### src/rtl/fetch_pc_ctrl_pkg.sv
// Shared encodings and defaults for the F-stage PC controller.
package fetch_pc_ctrl_pkg;

    typedef enum logic [2:0] {
        NPC_SEQ = 3'b000,
        NPC_OFF = 3'b001,
        NPC_J   = 3'b010,
        NPC_JR  = 3'b011
    } npc_op_e;

    typedef enum logic [1:0] {
        ST_RUN        = 2'd0,
        ST_WAIT_REDIR = 2'd1,
        ST_EXC_BUBBLE = 2'd2
    } fetch_state_e;

    localparam logic [31:0] RESET_PC_DEF   = 32'h0000_3000;
    localparam logic [31:0] EXC_VECTOR_DEF = 32'h0000_4180;
    localparam logic [31:0] IMEM_LO_DEF    = 32'h0000_3000;
    localparam logic [31:0] IMEM_HI_DEF    = 32'h0000_6ffc;
    localparam logic [4:0]  EXC_CODE_ADEL  = 5'd4;

    // Opcodes 100-111 fall through to sequential fetch.
    function automatic logic is_redirect(input logic [2:0] op);
        return (op == NPC_OFF) || (op == NPC_J) || (op == NPC_JR);
    endfunction

endpackage

### src/rtl/fetch_pc_ctrl_npc_target_calc.sv
// Combinational redirect target for the D-stage branch/jump.
module npc_target_calc
    import fetch_pc_ctrl_pkg::*;
(
    input  logic [2:0]  npc_op,
    input  logic [31:0] d_pc,
    input  logic [15:0] imm_off,
    input  logic [25:0] imm_j,
    input  logic [31:0] jr,
    output logic [31:0] target
);

    always_comb begin
        target = d_pc + 32'd4;
        case (npc_op)
            NPC_OFF: target = d_pc + 32'd4 + {{14{imm_off[15]}}, imm_off, 2'b00};
            NPC_J:   target = {d_pc[31:28], imm_j, 2'b00};
            NPC_JR:  target = jr;
            default: target = d_pc + 32'd4;
        endcase
    end

endmodule

### src/rtl/fetch_pc_ctrl.sv
// F-stage PC register and next-PC sequencing; FETCH_ADEL_CHECK_EN enables
// the fetch address-error comparators on f_exc_adel.
module fetch_pc_ctrl
    import fetch_pc_ctrl_pkg::*;
#(
    parameter logic [31:0] RESET_PC   = RESET_PC_DEF,
`ifdef FETCH_ADEL_CHECK_EN
    parameter logic [31:0] IMEM_LO    = IMEM_LO_DEF,
    parameter logic [31:0] IMEM_HI    = IMEM_HI_DEF,
`endif
    parameter logic [31:0] EXC_VECTOR = EXC_VECTOR_DEF
) (
    input  logic        clk,
    input  logic        reset,
    input  logic        stall,
    input  logic [2:0]  d_npc_op,
    input  logic [31:0] d_pc,
    input  logic [15:0] d_imm_off,
    input  logic [25:0] d_imm_j,
    input  logic [31:0] d_jr,
    input  logic        eret_req,
    input  logic        exc_req,
    input  logic [31:0] epc,
    input  logic        imem_ready,
    output logic [31:0] f_pc,
    output logic        f_valid,
    output logic        flush_fd,
    output logic        f_exc_adel
);

    fetch_state_e state, state_nxt;
    logic [31:0]  pc_nxt, pend_pc, pend_nxt, target;

    npc_target_calc u_target (
        .npc_op  (d_npc_op),
        .d_pc    (d_pc),
        .imm_off (d_imm_off),
        .imm_j   (d_imm_j),
        .jr      (d_jr),
        .target  (target)
    );

    always_comb begin
        state_nxt = state;
        pc_nxt    = f_pc;
        pend_nxt  = pend_pc;
        flush_fd  = 1'b0;
        if (exc_req) begin
            pc_nxt    = EXC_VECTOR;
            pend_nxt  = '0;
            state_nxt = ST_EXC_BUBBLE;
            flush_fd  = 1'b1;
        end else if (state == ST_EXC_BUBBLE) begin
            // D was just flushed, so nothing else can be acting this cycle.
            state_nxt = ST_RUN;
        end else if (eret_req) begin
            pc_nxt    = epc;
            pend_nxt  = '0;
            state_nxt = ST_RUN;
            flush_fd  = 1'b1;
        end else if (is_redirect(d_npc_op) && !stall) begin
            if (imem_ready) begin
                pc_nxt    = target;
                state_nxt = ST_RUN;
            end else begin
                pend_nxt  = target;
                state_nxt = ST_WAIT_REDIR;
            end
        end else if (!stall && imem_ready) begin
            if (state == ST_WAIT_REDIR) begin
                pc_nxt    = pend_pc;
                state_nxt = ST_RUN;
            end else begin
                pc_nxt    = f_pc + 32'd4;
            end
        end
        if (reset) flush_fd = 1'b0;
    end

    always_ff @(posedge clk) begin
        if (reset) begin
            state   <= ST_RUN;
            f_pc    <= RESET_PC;
            pend_pc <= '0;
        end else begin
            state   <= state_nxt;
            f_pc    <= pc_nxt;
            pend_pc <= pend_nxt;
        end
    end

    assign f_valid = imem_ready && !stall && !reset && (state == ST_RUN);

`ifdef FETCH_ADEL_CHECK_EN
    assign f_exc_adel = (f_pc[1:0] != 2'b00) || (f_pc < IMEM_LO) || (f_pc > IMEM_HI);
`else
    assign f_exc_adel = 1'b0;
`endif

endmodule
### config.mk
export PLATFORM = sky130hd
export DESIGN_NAME = fetch_pc_ctrl
export DESIGN_NICKNAME = d
export VERILOG_FILES = /design/src/rtl/fetch_pc_ctrl_pkg.sv /design/src/rtl/fetch_pc_ctrl_npc_target_calc.sv /design/src/rtl/fetch_pc_ctrl.sv
export SDC_FILE = /design/constraint.sdc
export NUM_CORES = 1
export LEC_CHECK = 0
export BUFFER_PORTS_ARGS = -buffer_cell sky130_fd_sc_hd__buf_2
export CORE_ASPECT_RATIO = 1.5
export CORE_MARGIN = 4
export CORE_UTILIZATION = 35
export CTS_BUF_LIST = sky130_fd_sc_hd__clkbuf_2 sky130_fd_sc_hd__clkbuf_4 sky130_fd_sc_hd__clkbuf_8
export CTS_CLUSTER_SIZE = 10
export DETAILED_ROUTE_END_ITERATION = 12
export HOLD_SLACK_MARGIN = 0.15
export PLACE_DENSITY = 0.66
export SETUP_SLACK_MARGIN = 0.02
export SYNTH_ARGS = -nofsm -noshare
export SYNTH_HDL_FRONTEND = slang
export SYNTH_SLANG_ARGS = --single-unit
### constraint.sdc
create_clock -name clk -period 7 [get_ports clk]
set_input_delay 2.1 -clock clk [delete_from_list [all_inputs] [get_ports clk]]
set_output_delay 2.1 -clock clk [all_outputs]
set_load 0.03 [all_outputs]
==> metrics, run 1 <==
DPL Wire Length=roughly 20 mm; Die Area=about 22000 µm²; crit path DAT=6.04 ns; Util after Layout=0.423; Slew Limit Fails=0; Finished Cell Area=between 8000 and 9000 µm²; combinational share of power=0.389; DIE HEIGHT=between 150 and 200 µm; Reg power frac=0.352; first-pass detailed-route iteration total=5; Via density=approximately 5.6; overall power=roughly 1100 µW; Yosys reg bits=66; Placement Cell Area=slightly below 8000 µm²; Fin Clk Skew=0.00956 ns; Post-synth top flop=dfxtp_1; Peak VDD IR=0.0641 mV; Placeable Area=~19000 µm²; DR WL met3=~1.6 mm; gr usage total=0.220; # hold bufs at CTS=0; Die Width=roughly 120 µm; wl on met1=between 10 and 15 mm; syn avg cell area=7.22 µm²; relative slew slack=0.349; P&R area growth vs syn=18.8%; remaining global-route overflow=0; Pleak=around 0.0034 µW; initial core utilization=0.356; clk root buf=clkbuf_8; Routed WL=around 25 mm; drt initial violations=about 530; pin count of the biggest net entering global routing=58; share of layout cells above drive strength 1=0.232; DRC Markers=0; Clock transition at path regs=about 0.07 ns; Post-CTS Setup Inserts=0; Setup-failing EPs final=0; Pwr Density=141 nW/µm²; fin crit period=approximately 5.8 ns; Switch Pwr=about 430 µW; Synth Net Count=approximately 1100; Synth async-reset ratio=0; Post-DRT Antenna Nets=0; post-cts gate resize count=0; Int Pwr=708 µW; Clock Path Buffers=2; run status=finished, final reports clean; Seq/Total Area, Yosys=0.194; CTS H-tree depth=3; post-layout net count=1283; total of warnings raised by yosys=0; first-pass GRT wire length=about 38 mm; routed len/inst=18.2 µm; GPL Wtd Cong=approximately 0.91; # rows=62; Num CTS Buffers=9; period utilization=0.830; Worst-Skew Late Latency=about 0.34 ns; vias=7567; Ports=182; metal2 WL=roughly 12 mm; Sw Share=0.380; clock power share=0.259; final number of hold-violating endpoints=0; EDFF count, synth=0; top sig layer=met4; Fin Setup TNS=0 ns; Gate Count Post-Synth=~950; initial antenna violation count=3; hold crit path type=reg -> reg; post-synthesis instance area=6820 µm²; clk sink count=66; Port Buffers=180; count of cell types in the netlist=96; f_max=roughly 170 MHz; RSZ-0062 raised after global routing=no; TritonCTS clock tree=built; crit end category=flop; Worst EP required=roughly 7.2 ns; startpoint types=input port; Tightest Pin Transition=roughly 0.97 ns; vias in the first global route=between 7000 and 8000; Crit Path Class=in -> reg; Max-Cap Viols=0; critical path peak fanout=7
-- area by class of cell --
type,count,area (µm²)
clock inverter,3,15.0
multi-input combinational,803,5180
antenna,3,7.51
fill,2047,11100
tap,256,320
clock buffer,13,160
timing repair buffer,194,1010
sequential,66,1320
inverter,24,90.1
-- synth_stat cells, drive strengths merged, types with 6 or more instances --
master	n	area (µm²)
nand2	131	492
nor2	90	348
a21oi	89	468
o21ai	88	455
dfxtp	66	1320
xnor2	43	395
nand3	38	218
xor2	38	333
ha	37	463
clkbuf	36	140
inv	23	86.3
nor3	19	121
a211oi	17	138
buf	16	92.6
o211ai	15	113
nand2b	14	87.6
a221oi	13	126
a21o	12	90.1
and3	11	71.3
nand4	11	75.1
a31oi	9	62.6
mux2i	9	90.1
and2	8	53.8
nor2b	8	57.6
o22ai	8	50.1
nand3b	6	45.0
o21a	6	45.0
-- sequential cells by signal (all words and copies together), names as in the netlist, named ones only --
register	cells
pend_pc	32
f_pc	30
state	2
-- worst max-delay path, stage by stage --
cell	delay, ns
buf_2	0.11
ha_1	0.21
nand4_1	0.23
nor4_2	0.27
and2_2	0.28
and4_1	0.26
nand3_1	0.11
xnor2_1	0.14
ha_1	0.37
a21oi_1	0.16
o21ai_1	0.11
or3_1	0.39
a211oi_2	0.24
o21ai_1	0.16
a31oi_2	0.23
o21ai_1	0.11
xnor2_1	0.25
nor4_2	0.06
o221a_1	0.22
-- power by group through the flow --
stage	sequential (µW)	combinational (µW)	clock [µW]
global placement	410	437	0
detailed placement	410	439	0
CTS	402	442	299
finish	402	445	296
global route	404	487	312
floorplan	426	281	0
-- placed cells by master (no fill, tap or decap), types with 6 or more instances in the layout --
cell type and count:
buf_2 180, nand2_1 131, nor2_1 85, a21oi_1 85, o21ai_0 73, dfxtp_1 66
xnor2_1 42, xor2_1 38, ha_1 37, nand3_1 34, inv_1 23, nor3_1 15
a211oi_1 15, o211ai_1 15, nand2b_1 14, buf_4 14, a21o_1 12, o21ai_1 12
a221oi_1 11, nand4_1 10, clkbuf_8 10, and3_1 9, mux2i_1 9, a31oi_1 8
o22ai_1 8, nor2b_1 7, o21a_1 6, nand3b_1 6
-- per-stage QoR --
step / worst slack [ns] / cells / hold WS, ns
after detailed placement: 0.843 / 1343 / 0.425
after global routing: 0.903 / 1362 / 0.460
after global placement: 0.959 / 1343 / 0.420
after CTS: 1.20 / 1359 / 0.437
after floorplan: 1.47 / 945 / 0.410
final: 1.19 / 1362 / 0.436
-- logic make-up (layout without fill, tap and decap cells) --
kind of cell,Yosys count,count (layout),synth area share
AO/OA/AOI/OAI,313,313,0.307
XOR/XNOR,81,81,0.107
adder cells (fa/ha/maj),38,38,0.0708
buffers and inverters,76,234,0.0473
flip-flops,66,66,0.194
multiplexers,10,10,0.0154
other,1,4,0.000550
AND/OR/NAND/NOR,360,360,0.258
-- per-layer routing --
layer	GRT usage	vias to the layer above
li1	-	3739
met1	0.284	3492
met2	0.386	302
met3	0.0193	34
met4	0.0729	0
met5	0	-
-- path summary, 6_finish.rpt --
kind	from	to	slack [ns]	cells after the start
max reg2reg	f_pc[4]	f_pc[31]	4.48	10
min reg2reg	pend_pc[24]	pend_pc[24]	0.44	2
min	pend_pc[24]	pend_pc[24]	0.44	2
max	d_pc[2]	f_pc[31]	1.19	19
Note: power is estimated with default switching activity, not from simulation.
==> run 2, diff against run 1 <==
Clock period 7 ns to 6 ns, I/O delays scaled along.
==> run 2 against run 1 <==
Clock power up 23%. Final cell count up 0.29%. Routed wire length up 1.2%. Non-clock buffer count up 2. First-iteration DRC count down 3.8%. Worst setup slack worse by 0.60 ns. Critical path type unchanged. Largest power group unchanged.
==> metrics, run 2 (synthesis gave the netlist of run 1 again) <==
most flop-heavy register=pend_pc; vias=7592; Clock Path Buffers=2; startpoint types=input port; r2r setup slk=approximately 3.4 ns; Num CTS Buffers=9; gr usage total=0.225; fin cells=1366; FF-to-FF End=f_pc[31]; P&R area growth vs syn=19.5%; Die Width=about 120 µm; Worst-Skew Late Latency=around 0.35 ns; overall power=roughly 1400 µW; Post-CTS Setup Inserts=0; post-layout net count=approximately 1300; hold crit path type=reg -> reg; critical path peak fanout=7; period utilization=0.903; Largest regs=pend_pc: 32 flops, f_pc: 30 flops, state: 2 flops; Peak VDD IR=0.0863 mV; vias in the first global route=between 7000 and 8000; DPL Wire Length=a little under 20 mm; Pwr Density=approximately 170 nW/µm²; relative slew slack=0.352; Clock transition at path regs=0.07 ns; pin count of the biggest net entering global routing=55; crit end category=flop; Worst EP required=6.24 ns; end of the critical path=f_pc[31]; # rows=62; final number of hold-violating endpoints=0; Reg2Reg Launch Point=f_pc[4]; initial antenna violation count=4; crit path DAT=about 5.7 ns; Port Buffers=180; CTS H-tree depth=3; first-pass GRT wire length=around 40 mm; Placeable Area=~19000 µm²; Max-Cap Viols=0; Util after Layout=0.425; TritonCTS clock tree=built; DRC Markers=0; first-pass detailed-route iteration total=5; Pleak=between 0.003 and 0.004 µW; commonest non-fill, non-tap cell in the layout=buf_2; share of layout cells above drive strength 1=0.233; fin crit period=between 5 and 6 ns; Crit Path Class=in -> reg; f_max=roughly 180 MHz; Critical Path Source=d_pc[2]; Tightest Pin Transition=a little under 1 ns; remaining global-route overflow=0; clk root buf=clkbuf_8; worst hold margin=about 0.43 ns; Largest register FFs=32; drt initial violations=roughly 510; Setup-failing EPs final=0; RSZ-0062 raised after global routing=no; run status=finished, final reports clean; routed len/inst=18.4 µm; post-cts gate resize count=0; Die Area=about 22000 µm²; Ports=~180; # hold bufs at CTS=0; Fin Setup TNS=0 ns; Slew Limit Fails=0; Layout fillers=2071; GPL Wtd Cong=0.882; DIE HEIGHT=between 150 and 200 µm; Fin Clk Skew=just over 0.006 ns; clk sink count=66; Post-DRT Antenna Nets=0; commonest non-fill, non-tap cells in the layout=180 x buf_2, 131 x nand2_1, 85 x nor2_1, 85 x a21oi_1, 73 x o21ai_0; Worst R2R Path Depth=10; number of instances in the placed design=1345; initial core utilization=0.356; Routed WL=25.1 mm; Via density=between 5 and 6
## run 2: changes by cell type in the layout (fill, tap and decap cells not counted), sizes merged
cell    change
diode       +2
clkinv      -1
clkbuf      +1
buf         +2
## run 2: layout make-up
class	instances	area [µm²]	area share
Inverter	24	90.1	0.0111
Tap cell	256	320	0.0393
Clock buffer	14	180	0.0221
Antenna cell	5	12.5	0.00154
Timing Repair Buffer	196	1030	0.127
Sequential cell	66	1320	0.162
Clock inverter	2	10.0	0.00123
Multi-Input combinational cell	803	5180	0.636
## run 2: worst min path at each step
stage / start / to / slack (ns) / depth (start not counted)
3_5_place_dp: pend_pc[8] / pend_pc[8] / 0.42 / 2
5_1_grt: pend_pc[10] / pend_pc[10] / 0.45 / 2
6_report: pend_pc[21] / pend_pc[21] / 0.43 / 2
2_1_floorplan: pend_pc[21] / pend_pc[21] / 0.41 / 2
3_3_place_gp: pend_pc[21] / pend_pc[21] / 0.42 / 2
4_1_cts: pend_pc[21] / pend_pc[21] / 0.44 / 2
## run 2: metrics by stage
step	cell area [µm²]	setup WS, ns
floorplan	6820	0.810
detailed placement	7950	0.164
finish	8150	0.584
global placement	7950	0.233
CTS	8140	0.532
global route	8150	0.233
## run 2: routing by layer
metal	vias up	GRT usage	share of wire
li1	3745	-	-
met1	3519	0.282	0.42
met2	286	0.389	0.49
met3	42	0.0281	0.061
met4	0	0.0939	0.031
met5	-	0	0
## run 2: critical path, stage by stage
cell and delay [ns]:
buf_2 0.11, ha_1 0.20, nand4_1 0.23, nor4_2 0.27, and2_2 0.23, and4_1 0.24, nand3_1 0.10, xnor2_1 0.19
ha_1 0.34, a21oi_1 0.15, o21ai_1 0.11, or3_1 0.39, a211oi_2 0.28, o21ai_1 0.15, a31oi_2 0.22, o21ai_1 0.11
xnor2_1 0.24, nor4_2 0.06, o221a_1 0.23
## run 2: report_power, final
part / internal [µW] / total [µW] / switching [µW]
combinational: 203 / 521 / 318
clock: 192 / 364 / 172
sequential: 451 / 469 / 17.9
total: 847 / 1350 / 508
